--- config.mk ---
export PLATFORM = sky130hd
export DESIGN_NAME = mul_seq_ctrl
export DESIGN_NICKNAME = d
export VERILOG_FILES = /design/src/rtl/mul_pkg.sv /design/src/rtl/mul_seq_ctrl.sv
export SDC_FILE = /design/constraint.sdc
export NUM_CORES = 1
export LEC_CHECK = 0
export CORE_ASPECT_RATIO = 0.6
export CORE_MARGIN = 2
export CORE_UTILIZATION = 47
export CTS_BUF_LIST = sky130_fd_sc_hd__clkbuf_4 sky130_fd_sc_hd__clkbuf_8
export DETAILED_ROUTE_END_ITERATION = 10
export PLACE_DENSITY = 0.84
export SYNTH_ARGS = -nofsm -noshare
export SYNTH_HDL_FRONTEND = slang
export SYNTH_SLANG_ARGS = --single-unit
--- constraint.sdc ---
create_clock -name clk -period 5.1 [get_ports clk]
set_clock_uncertainty 0.1 [all_clocks]
set_input_delay 1.02 -clock clk [delete_from_list [all_inputs] [get_ports clk]]
set_output_delay 1.02 -clock clk [all_outputs]
set_load 0.01 [all_outputs]
--- src/rtl/mul_pkg.sv ---
// Shared encodings and helpers for the sequenced RV32M multiply controller.
package mul_pkg;

  typedef logic [1:0] mul_op_t;
  typedef logic [1:0] mul_state_t;

  localparam mul_op_t MUL_OP_MUL    = 2'b00;
  localparam mul_op_t MUL_OP_MULH   = 2'b01;
  localparam mul_op_t MUL_OP_MULHSU = 2'b10;
  localparam mul_op_t MUL_OP_MULHU  = 2'b11;

  localparam mul_state_t S_IDLE = 2'b00;
  localparam mul_state_t S_BUSY = 2'b01;
  localparam mul_state_t S_DONE = 2'b10;

  localparam int CNT_W = 3;

  function automatic logic [63:0] neg64_cond(input logic [63:0] v, input logic neg);
    logic [63:0] r;
    if (neg) begin
      r = ~v + 64'd1;
    end else begin
      r = v;
    end
    return r;
  endfunction

  function automatic logic [31:0] sel_result(input mul_op_t op, input logic [63:0] p);
    logic [31:0] r;
    if (op == MUL_OP_MUL) begin
      r = p[31:0];
    end else begin
      r = p[63:32];
    end
    return r;
  endfunction

endpackage

--- src/rtl/mul_seq_ctrl.sv ---
// Multi-cycle sequencer around an external 32x32 multiplier: latches operands,
// holds them for MUL_CYCLES, then captures and returns the selected result half.
import mul_pkg::*;

module mul_seq_ctrl #(
  parameter int MUL_CYCLES = 2,
  parameter int TAG_W      = 5
) (
  input  logic             clk,
  input  logic             rst,
  input  logic             req_valid,
  output logic             req_ready,
  input  logic [1:0]       req_op,
  input  logic [31:0]      req_src1,
  input  logic [31:0]      req_src2,
  input  logic [TAG_W-1:0] req_tag,
  input  logic             flush,
  output logic             resp_valid,
  input  logic             resp_ready,
  output logic [31:0]      resp_data,
  output logic [TAG_W-1:0] resp_tag,
  output logic             busy,
  output logic [31:0]      mul_src1,
  output logic [31:0]      mul_src2,
  output logic             mul_sign,
  input  logic [63:0]      mul_result
);

  localparam logic [CNT_W-1:0] CNT_LOAD = CNT_W'(MUL_CYCLES - 1);
  localparam logic [CNT_W-1:0] CNT_ZERO = {CNT_W{1'b0}};
  localparam logic [CNT_W-1:0] CNT_ONE  = CNT_W'(1);

  mul_state_t       r_state;
  logic [CNT_W-1:0] r_cnt;
  mul_op_t          r_op;
  logic             r_neg;
  logic [31:0]      r_src1;
  logic [31:0]      r_src2;
  logic             r_sign;
  logic [31:0]      r_data;
  logic [TAG_W-1:0] r_tag;

  logic             w_req_ready;
  logic             w_accept;
  logic             w_src1_neg;
  logic [31:0]      w_src1_mag;
  logic             w_sign;
  logic [63:0]      w_product;

  // Request acceptance: IDLE, or DONE while the result is being consumed; flush blocks it.
  always_comb begin
    w_req_ready = 1'b0;
    if (flush) begin
      w_req_ready = 1'b0;
    end else if (r_state == S_IDLE) begin
      w_req_ready = 1'b1;
    end else if (r_state == S_DONE) begin
      w_req_ready = resp_ready;
    end else begin
      w_req_ready = 1'b0;
    end
  end

  assign w_accept = w_req_ready & req_valid;

  // MULHSU feeds |src1| to an unsigned multiply; the sign is restored on capture.
  always_comb begin
    w_src1_neg = (req_op == MUL_OP_MULHSU) & req_src1[31];
    w_sign     = (req_op == MUL_OP_MUL) | (req_op == MUL_OP_MULH);
    if (w_src1_neg) begin
      w_src1_mag = ~req_src1 + 32'd1;
    end else begin
      w_src1_mag = req_src1;
    end
  end

  assign w_product = neg64_cond(mul_result, r_neg);

  // Control FSM and multicycle counter.
  always_ff @(posedge clk or posedge rst) begin
    if (rst) begin
      r_state <= S_IDLE;
      r_cnt   <= CNT_ZERO;
    end else if (flush) begin
      r_state <= S_IDLE;
      r_cnt   <= CNT_ZERO;
    end else if (w_accept) begin
      r_state <= S_BUSY;
      r_cnt   <= CNT_LOAD;
    end else begin
      case (r_state)
        S_IDLE: r_state <= S_IDLE;
        S_BUSY: begin
          if (r_cnt != CNT_ZERO) begin
            r_cnt <= r_cnt - CNT_ONE;
          end else begin
            r_state <= S_DONE;
          end
        end
        S_DONE: begin
          if (resp_ready) begin
            r_state <= S_IDLE;
          end else begin
            r_state <= S_DONE;
          end
        end
        default: begin
          r_state <= S_IDLE;
          r_cnt   <= CNT_ZERO;
        end
      endcase
    end
  end

  // Operand/tag latch on accept; the multiplier inputs hold their last value otherwise.
  always_ff @(posedge clk or posedge rst) begin
    if (rst) begin
      r_op   <= MUL_OP_MUL;
      r_neg  <= 1'b0;
      r_src1 <= 32'd0;
      r_src2 <= 32'd0;
      r_sign <= 1'b0;
      r_tag  <= {TAG_W{1'b0}};
    end else if (w_accept) begin
      r_op   <= req_op;
      r_neg  <= w_src1_neg;
      r_src1 <= w_src1_mag;
      r_src2 <= req_src2;
      r_sign <= w_sign;
      r_tag  <= req_tag;
    end
  end

  // Result capture at the end of the BUSY window.
  always_ff @(posedge clk or posedge rst) begin
    if (rst) begin
      r_data <= 32'd0;
    end else if (!flush && (r_state == S_BUSY) && (r_cnt == CNT_ZERO)) begin
      r_data <= sel_result(r_op, w_product);
    end
  end

  assign req_ready  = w_req_ready;
  assign resp_valid = (r_state == S_DONE);
  assign busy       = (r_state == S_BUSY) | (r_state == S_DONE);
  assign resp_data  = r_data;
  assign resp_tag   = r_tag;
  assign mul_src1   = r_src1;
  assign mul_src2   = r_src2;
  assign mul_sign   = r_sign;

endmodule

Word-level counts from Yosys, hierarchy flattened --
Index checks and enable logic that the tools add are counted.
Storage, ports and cells: register bits after elaboration 110, bits of input ports 140, output and inout port bits 105, logic and storage cells 50
Cells by class: add/subtract/negate cells 3, equal/unequal tests 7, multiplexer cells 15, bitwise gates (word level) 6, reduce and logical (&&, ||, !) cells 10
Operator list (count):
- $add 64x1->64 const B | 1
- $mux 32 | 2
- $mux 64 | 1
- $not 64->64 | 1
- $add 32x1->32 const B | 1
- $not 32->32 | 1
- $mux 3 | 3
- $mux 2 | 4
- $ne 4x4->1 const B | 2
- $logic_not 2->1 | 3
- $pmux 3 s2 | 1
- $eq 2x1->1 const B | 2
- $eq 2x2->1 const B | 2
- $pmux 2 s2 | 1
- $logic_not 3->1 | 1
- $mux 1 | 3
- $ne 3x1->1 const B | 1
- $reduce_bool 3->1 | 1
- $sub 3x1->3 const B | 1
- $and 1x1->1 | 2
- $logic_and 1x1->1 | 2
- $or 1x1->1 | 2
- $reduce_and 2->1 | 1
- $reduce_or 2->1 | 1
- $logic_not 1->1 | 1

Longest topological paths before layout --
Gate-level depths: netlist of the first run.
depth after elaboration 7, mapped depth 10, mapped depth without buffers 9

Least setup slack after synthesis of the first run --
No wires, ideal clock.
path kind input to register, start point in mul_result[10], end point reg r_data[27], in the netlist resp_data[27], setup time 0.139 ns, data arrival time 3.477 ns, data required time 4.861 ns, path slack 1.384 ns, stages 8, cells stage by stage or4_1 -> clkbuf_1 -> nor4b_4 -> nand3b_2 -> or3_1 -> nor4_2 -> nor3_1 -> or4_1
On the way: word-level cells in the longest chain between the ends 4
Ends and longest elaborated chain:
- from (decl) | RTL line mul_seq_ctrl.sv:26 | input logic [63:0] mul_result
- $not 64->64 | RTL line mul_pkg.sv:21 | r = ~v + 64'd1;
- $add 64x1->64 | RTL line mul_pkg.sv:21
- $mux 64 | RTL line mul_pkg.sv:20 | if (neg) begin
- $mux 32 | RTL line mul_pkg.sv:30 | if (op == MUL_OP_MUL) begin
- to (signal assigned) | RTL line mul_seq_ctrl.sv:139 | r_data <= sel_result(r_op, w_product);
- to (decl) | RTL line mul_seq_ctrl.sv:40 | logic [31:0] r_data;
No other way between the ends. A chain may end at the register's enable or synchronous reset.

Final worst setup path of the first run --
start point in mul_result[8], end point reg r_data[27], in the netlist resp_data[27]
The elaborated chain is that of the path after synthesis.

==> reports/results.txt, run 1 <==
Final Routed Wirelength -> 24.4 mm
Number of I/O pins -> 245
Vias in the first global route -> 6495
Max Slew Vio Count -> 0
Final #Nets -> 1186
Run status -> finished clean
Initial Utilization -> 48.5%
Cell Count, Final, Fillers Out -> 1236
Die area -> 15200 um2
Post-CTS Setup Inserts -> 0
Crit path largest cell delay -> 680 ps
Share of cells above drive strength 1 -> 4.89%
Path depth of the worst reg2reg path -> 9
Crit path capture type -> register
Post-CTS sizing -> 0
Power Density -> 304 nW/um2
GRT overflow -> 0
Register area share after synthesis -> 41.3%
Setup violators final -> 0
CP Launch Type -> input pin
Crit path time final -> 4180 ps
Most used cell, CP -> or4_1
RSZ-0062 raised after global routing -> no
Hold Buf Count CTS -> 0
Placed insts -> 1220
Mapped Avg Cell Area -> 8.20 um2
CTS tree -> built
Initial DRC Count -> 733
Post-synth EDFFs -> 0
Setup TNS -> 0 ps
# H-tree levels -> 3
Worst path slowest cell -> or4_1
Ys async rst share -> 100%
Routed via count -> 7045
Unique masters post-synth -> 59
Worst-Skew Late Latency -> 380 ps
Final RePlAce weighted congestion -> 1.02
Req. time, crit path -> 5260 ps
Syn. warnings -> 0
Pleak -> 3.79 nW
Hold path cells -> 2
Cells along the critical path -> clkdlybuf4s50_1 -> or4_1 -> nor4b_4 -> nand3b_2 -> or3_1 -> nor4_2 -> nor3_1 -> or4_1
Max-cap violations -> 0
Placement Cell Area -> 9310 um2
Synthesized instance count -> 813
Flops & latches, synth -> 110
Fin area -> 9500 um2
# clock sinks -> 110
Worst-Margin Slew -> 1130 ps
Worst IR drop on VDD -> 0.196 mV
Antenna violations before repair -> 0
Chip Height -> 96.2 um
Largest net degree at the start of global routing -> 72
DR pass1 iterations -> 7
Wire per inst -> 19.7 um
Top FF cell, synth -> dfrtp_1
Area Overhead vs Synth -> 42.5%
Clock buffer depth -> 2
CTS root buffer -> clkbuf_8
Cell Area, Synth -> 6660 um2
Die X -> 158 um
First-pass GRT wire length -> 36.7 mm
Num CTS Buffers -> 9
N_diodes -> 0
Site row count -> 33
DP HPWL -> 18.6 mm
Core Util, Final -> 69.1%
Fin crit share -> 82.1%
Total track usage -> 32.2%
Hold/Removal Path Class -> register to register
CP Data Arrival Time -> 4340 ps
IO buf count -> 244
Syn Nets -> 960
Worst-path fanout max -> 7
Max Freq -> 0.239 GHz
Worst-path clk slew -> 120 ps
Kind of critical path -> input pin to register
DRC Markers -> 0
Final Hold Fails -> 0
Core area -> 13700 um2
Worst relative slew slack -> 24.3%
Vias per cell -> 5.70
Post-route ant nets -> 0
[cell usage in the layout, fill, tap and decap left out, types with 3 or more instances in the layout]
cell | Yosys | layout
o31ai_1 | 16 | 16
and3_1 | 6 | 6
nand3_1 | 11 | 11
nor3b_1 | 3 | 3
nor4_1 | 18 | 18
inv_1 | 13 | 12
dfrtp_1 | 110 | 110
nand2_1 | 203 | 202
or4_1 | 12 | 12
nor3_1 | 26 | 26
or2_2 | 4 | 4
xor2_1 | 39 | 39
a221oi_1 | 3 | 3
ha_1 | 7 | 7
o41ai_1 | 11 | 11
buf_4 | 0 | 17
nand4_1 | 9 | 9
clkdlybuf4s50_1 | 0 | 244
nand4b_1 | 3 | 3
or4_4 | 3 | 3
o32ai_1 | 4 | 4
nand3b_1 | 4 | 4
or3_1 | 16 | 16
a22oi_1 | 4 | 4
clkbuf_8 | 0 | 10
o211ai_1 | 3 | 3
xnor2_1 | 35 | 35
a31oi_1 | 6 | 6
a21oi_1 | 26 | 26
o22ai_1 | 4 | 4
mux2i_1 | 3 | 3
nor2_1 | 54 | 54
o21ai_0 | 75 | 75
nand2b_1 | 4 | 4
[registers in the layout, indices dropped and copies added, names as in the netlist]
signal / cells
r_op: 2
r_neg: 1
mul_src1: 32
resp_tag: 5
mul_sign: 1
resp_data: 32
r_state: 2
mul_src2: 32
r_cnt: 3
[worst paths after layout]
| kind | from | end | slack, ps |
|---|---|---|---|
| worst max-delay path | mul_result[8] | resp_data[27]$_DFFE_PP0P_ | 920 |
| worst min-delay path | mul_src2[1]$_DFFE_PP0P_ | mul_src2[1]$_DFFE_PP0P_ | 390 |
| worst max register to register | r_cnt[0]$_DFFE_PP0P_ | resp_data[31]$_DFFE_PP0P_ | 2270 |
| worst min register to register | mul_src2[1]$_DFFE_PP0P_ | mul_src2[1]$_DFFE_PP0P_ | 390 |
| max in group asynchronous | rst | mul_src1[31]$_DFFE_PP0P_ | 2990 |
| min in group asynchronous | rst | mul_src2[17]$_DFFE_PP0P_ | 1070 |
[synthesized netlist by cell type (all sizes together) (16+ instances only)]
library cell	count	area, um2
xor2	39	342
xnor2	35	307
o21ai	76	384
dfrtp	110	2750
clkbuf	41	154
a21oi	26	130
o31ai	16	120
nor3	26	130
nor2	54	203
nor4	19	125
or3	16	100
nand2	203	762
[where the power goes]
group | total (W) | leakage [nW] | internal, W | switching [W]
Combinational | 0.00116 | 2.34 | 0.000607 | 0.000548
Sequential | 0.00119 | 1.36 | 0.00107 | 0.000121
Clock | 0.000539 | 0.0963 | 0.000200 | 0.000339
Total | 0.00289 | 3.79 | 0.00188 | 0.00101
[layout make-up]
class                           count  area, um2
Clock buffer                       10        138
Clock inverter                      6       52.6
Fill cell                        1128       4250
Inverter                           14       55.1
Multi-Input combinational cell    643       3690
Sequential cell                   110       2750
Tap cell                          192        240
Timing Repair Buffer              261       2570
[per-layer routing]
layer	vias to the layer above	track usage (%)	part of all wire (%)	routed length, um
met5	-	0	0	0
li1	3325	-	-	-
met1	3313	47.7	45	11000
met2	389	44.3	40	9780
met4	0	6.74	0.97	236
met3	18	12.1	14	3350
[kinds of logic (layout without fill, tap and decap cells)]
family          after synthesis  count (layout)  share of synthesized area, %
buf+inv                      60             291                          3.42
fa+ha+maj                     7               7                          1.31
flops                       110             110                          41.3
mux                           3               3                         0.451
simple gates                386             386                          27.2
compound gates              173             173                          16.6
xor+xnor                     74              74                          9.73
[critical path: cells and delay by family]
kind,cells,cell delay [ps]
buf+inv,1,490
simple gates,7,2840
[stage by stage]
step / setup slack, ps / power (W) / hold WS, ps
6_report: 915 / 0.00289 / 386
5_1_grt: 848 / 0.00304 / 405
4_1_cts: 1000 / 0.00290 / 390
3_5_place_dp: 610 / 0.00235 / 362
3_3_place_gp: 672 / 0.00233 / 356
2_1_floorplan: 1080 / 0.00165 / 360
No activity file was read; power rests on OpenSTA's default activity.
==> run 2, diff against run 1 <==
CORE_UTILIZATION = 42   (was 47)
PLACE_DENSITY = 0.79   (was 0.84)
clock period = 3.65 ns   (was 5.1 ns; I/O delays follow)
==> run 2 against run 1 <==
  * Utilization is 3.4 points lower
  * Wire length is 6.1% higher
  * Cell count is 7.0% higher
  * Non-clock buffer count grew 75
  * Sequential cell count is the same
  * Sequential power increased by 40%
  * First-iteration DRC count grew 13%
  * Global-route usage decreased by 1.8 points
  * Power is 44% higher
  * Count of clock-buffer cells in the layout stayed put
==> reports/results.txt, run 2 (synthesis results as in run 1) <==
Number of I/O pins -> 245
Area Overhead vs Synth -> 51.9%
Largest net degree at the start of global routing -> 83
Setup ws final -> 106 ps
Worst r2r src -> r_state[1]$_DFFE_PP0P_
Placement Setup Slack -> -312 ps
Worst IR drop on VDD -> 0.271 mV
Total power -> 0.00414 W
Chip Height -> 102 um
Worst-Skew Late Latency -> 380 ps
Req. time, crit path -> 3800 ps
DP HPWL -> 20.1 mm
GRT overflow -> 0
Vias per cell -> 5.60
# clock sinks -> 110
RSZ-0062 raised after global routing -> no
Post-CTS sizing -> 0
Fin area -> 10100 um2
Kind of critical path -> input pin to register
CP Launch Type -> input pin
Core area -> 15400 um2
Vias in the first global route -> 7010
Site row count -> 35
Placement Cell Area -> 9890 um2
First-pass GRT wire length -> 40.1 mm
Crit path capture type -> register
Run status -> finished clean
Setup violators final -> 0
Pleak -> 4.16 nW
Highest-count cells in the layout ignoring fill and taps -> 244 x clkdlybuf4s50_1, 202 x nand2_1, 110 x dfrtp_1, 90 x buf_4, 75 x o21ai_0
Worst-path clk slew -> 110 ps
Setup TNS -> 0 ps
Final Routed Wirelength -> 25.9 mm
Hold path startpoint -> mul_src2[9]$_DFFE_PP0P_
Fin crit share -> 97.1%
Max-cap violations -> 0
CTS root buffer -> clkbuf_8
CTS tree -> built
Die area -> 16900 um2
Die X -> 167 um
Post-route ant nets -> 0
Worst-path fanout max -> 3
Routed via count -> 7413
Worst-Margin Slew -> 833 ps
Final RePlAce weighted congestion -> 0.989
Commonest non-fill, non-tap cell in the layout -> clkdlybuf4s50_1
IO buf count -> 244
Max Freq -> 0.282 GHz
Initial DRC Count -> 831
Power Density -> 409 nW/um2
Antenna violations before repair -> 1
Share of cells above drive strength 1 -> 11.3%
Worst relative slew slack -> 44.2%
# H-tree levels -> 3
Worst setup startpoint -> mul_result[5]
CP Data Arrival Time -> 3690 ps
Hold Buf Count CTS -> 0
Num CTS Buffers -> 9
Wire per inst -> 19.6 um
Hold/Removal Path Class -> register to register
DR pass1 iterations -> 8
Crit path time final -> 3540 ps
Final #Nets -> 1261
Initial Utilization -> 43.2%
Total track usage -> 30.4%
Final Hold Fails -> 0
DRC Markers -> 0
Clock buffer depth -> 2
Max Slew Vio Count -> 0
## run 2: cell count changes in the layout (fill, tap and decap cells not counted), sizes merged
cell	delta
clkinvlp	+1
buf	+75
clkinv	-1
bufinv	+1
inv	-1
diode	+1
## run 2: where the power goes
part / internal, W / total [W] / switching, W
sequential: 0.00150 / 0.00167 / 0.000174
clock: 0.000339 / 0.000814 / 0.000475
combinational: 0.000888 / 0.00166 / 0.000770
## run 2: final timing paths
kind	endpoint	slack (ps)	depth (start not counted)
setup reg to reg	resp_data[2]$_DFFE_PP0P_	1170	8
max in group asynchronous	mul_src1[3]$_DFFE_PP0P_	1930	3
hold reg to reg	mul_src2[9]$_DFFE_PP0P_	380	2
min in group asynchronous	mul_src2[30]$_DFFE_PP0P_	680	2
hold / removal	mul_src2[9]$_DFFE_PP0P_	380	2
setup / recovery	resp_data[27]$_DFFE_PP0P_	110	8
## run 2: through the flow
stage / instances / hold slack [ps] / utilization, %
finish: 1323 / 384 / 65.6
global placement: 1304 / 358 / 64.2
detailed placement: 1304 / 362 / 64.2
floorplan: 813 / 360 / -
global route: 1322 / 414 / 65.6
CTS: 1320 / 389 / 65.5
## run 2: what timing repair did
item / in CTS / in global routing
endpoints found under the hold margin: 0 / 0
setup endpoints to repair: 0 / 1
buffers inserted: 0 / 2
## run 2: critical path, stage by stage
cell             delay [ps]
clkdlybuf4s50_1         440
or4_1                   600
nor4b_4                 450
nand3b_2                120
or3_1                   450
nor4_2                  300
nor3_1                   70
or4_1                   520
## run 2: final cells by class
type                            count  area, um2
Clock buffer                       10        131
Multi-Input combinational cell    643       3690
Fill cell                        1322       5300
Inverter                           14       56.3
Timing Repair Buffer              336       3160
Antenna cell                        1       2.50
Sequential cell                   110       2750
Tap cell                          203        254
Clock inverter                      6       77.6
## run 2: routing by layer
metal / track usage, % / wire (um)
met1: 45.9 / 12300
met2: 43.5 / 10500
met3: 10.1 / 2970
met4: 3.32 / 135
met5: 0 / 0
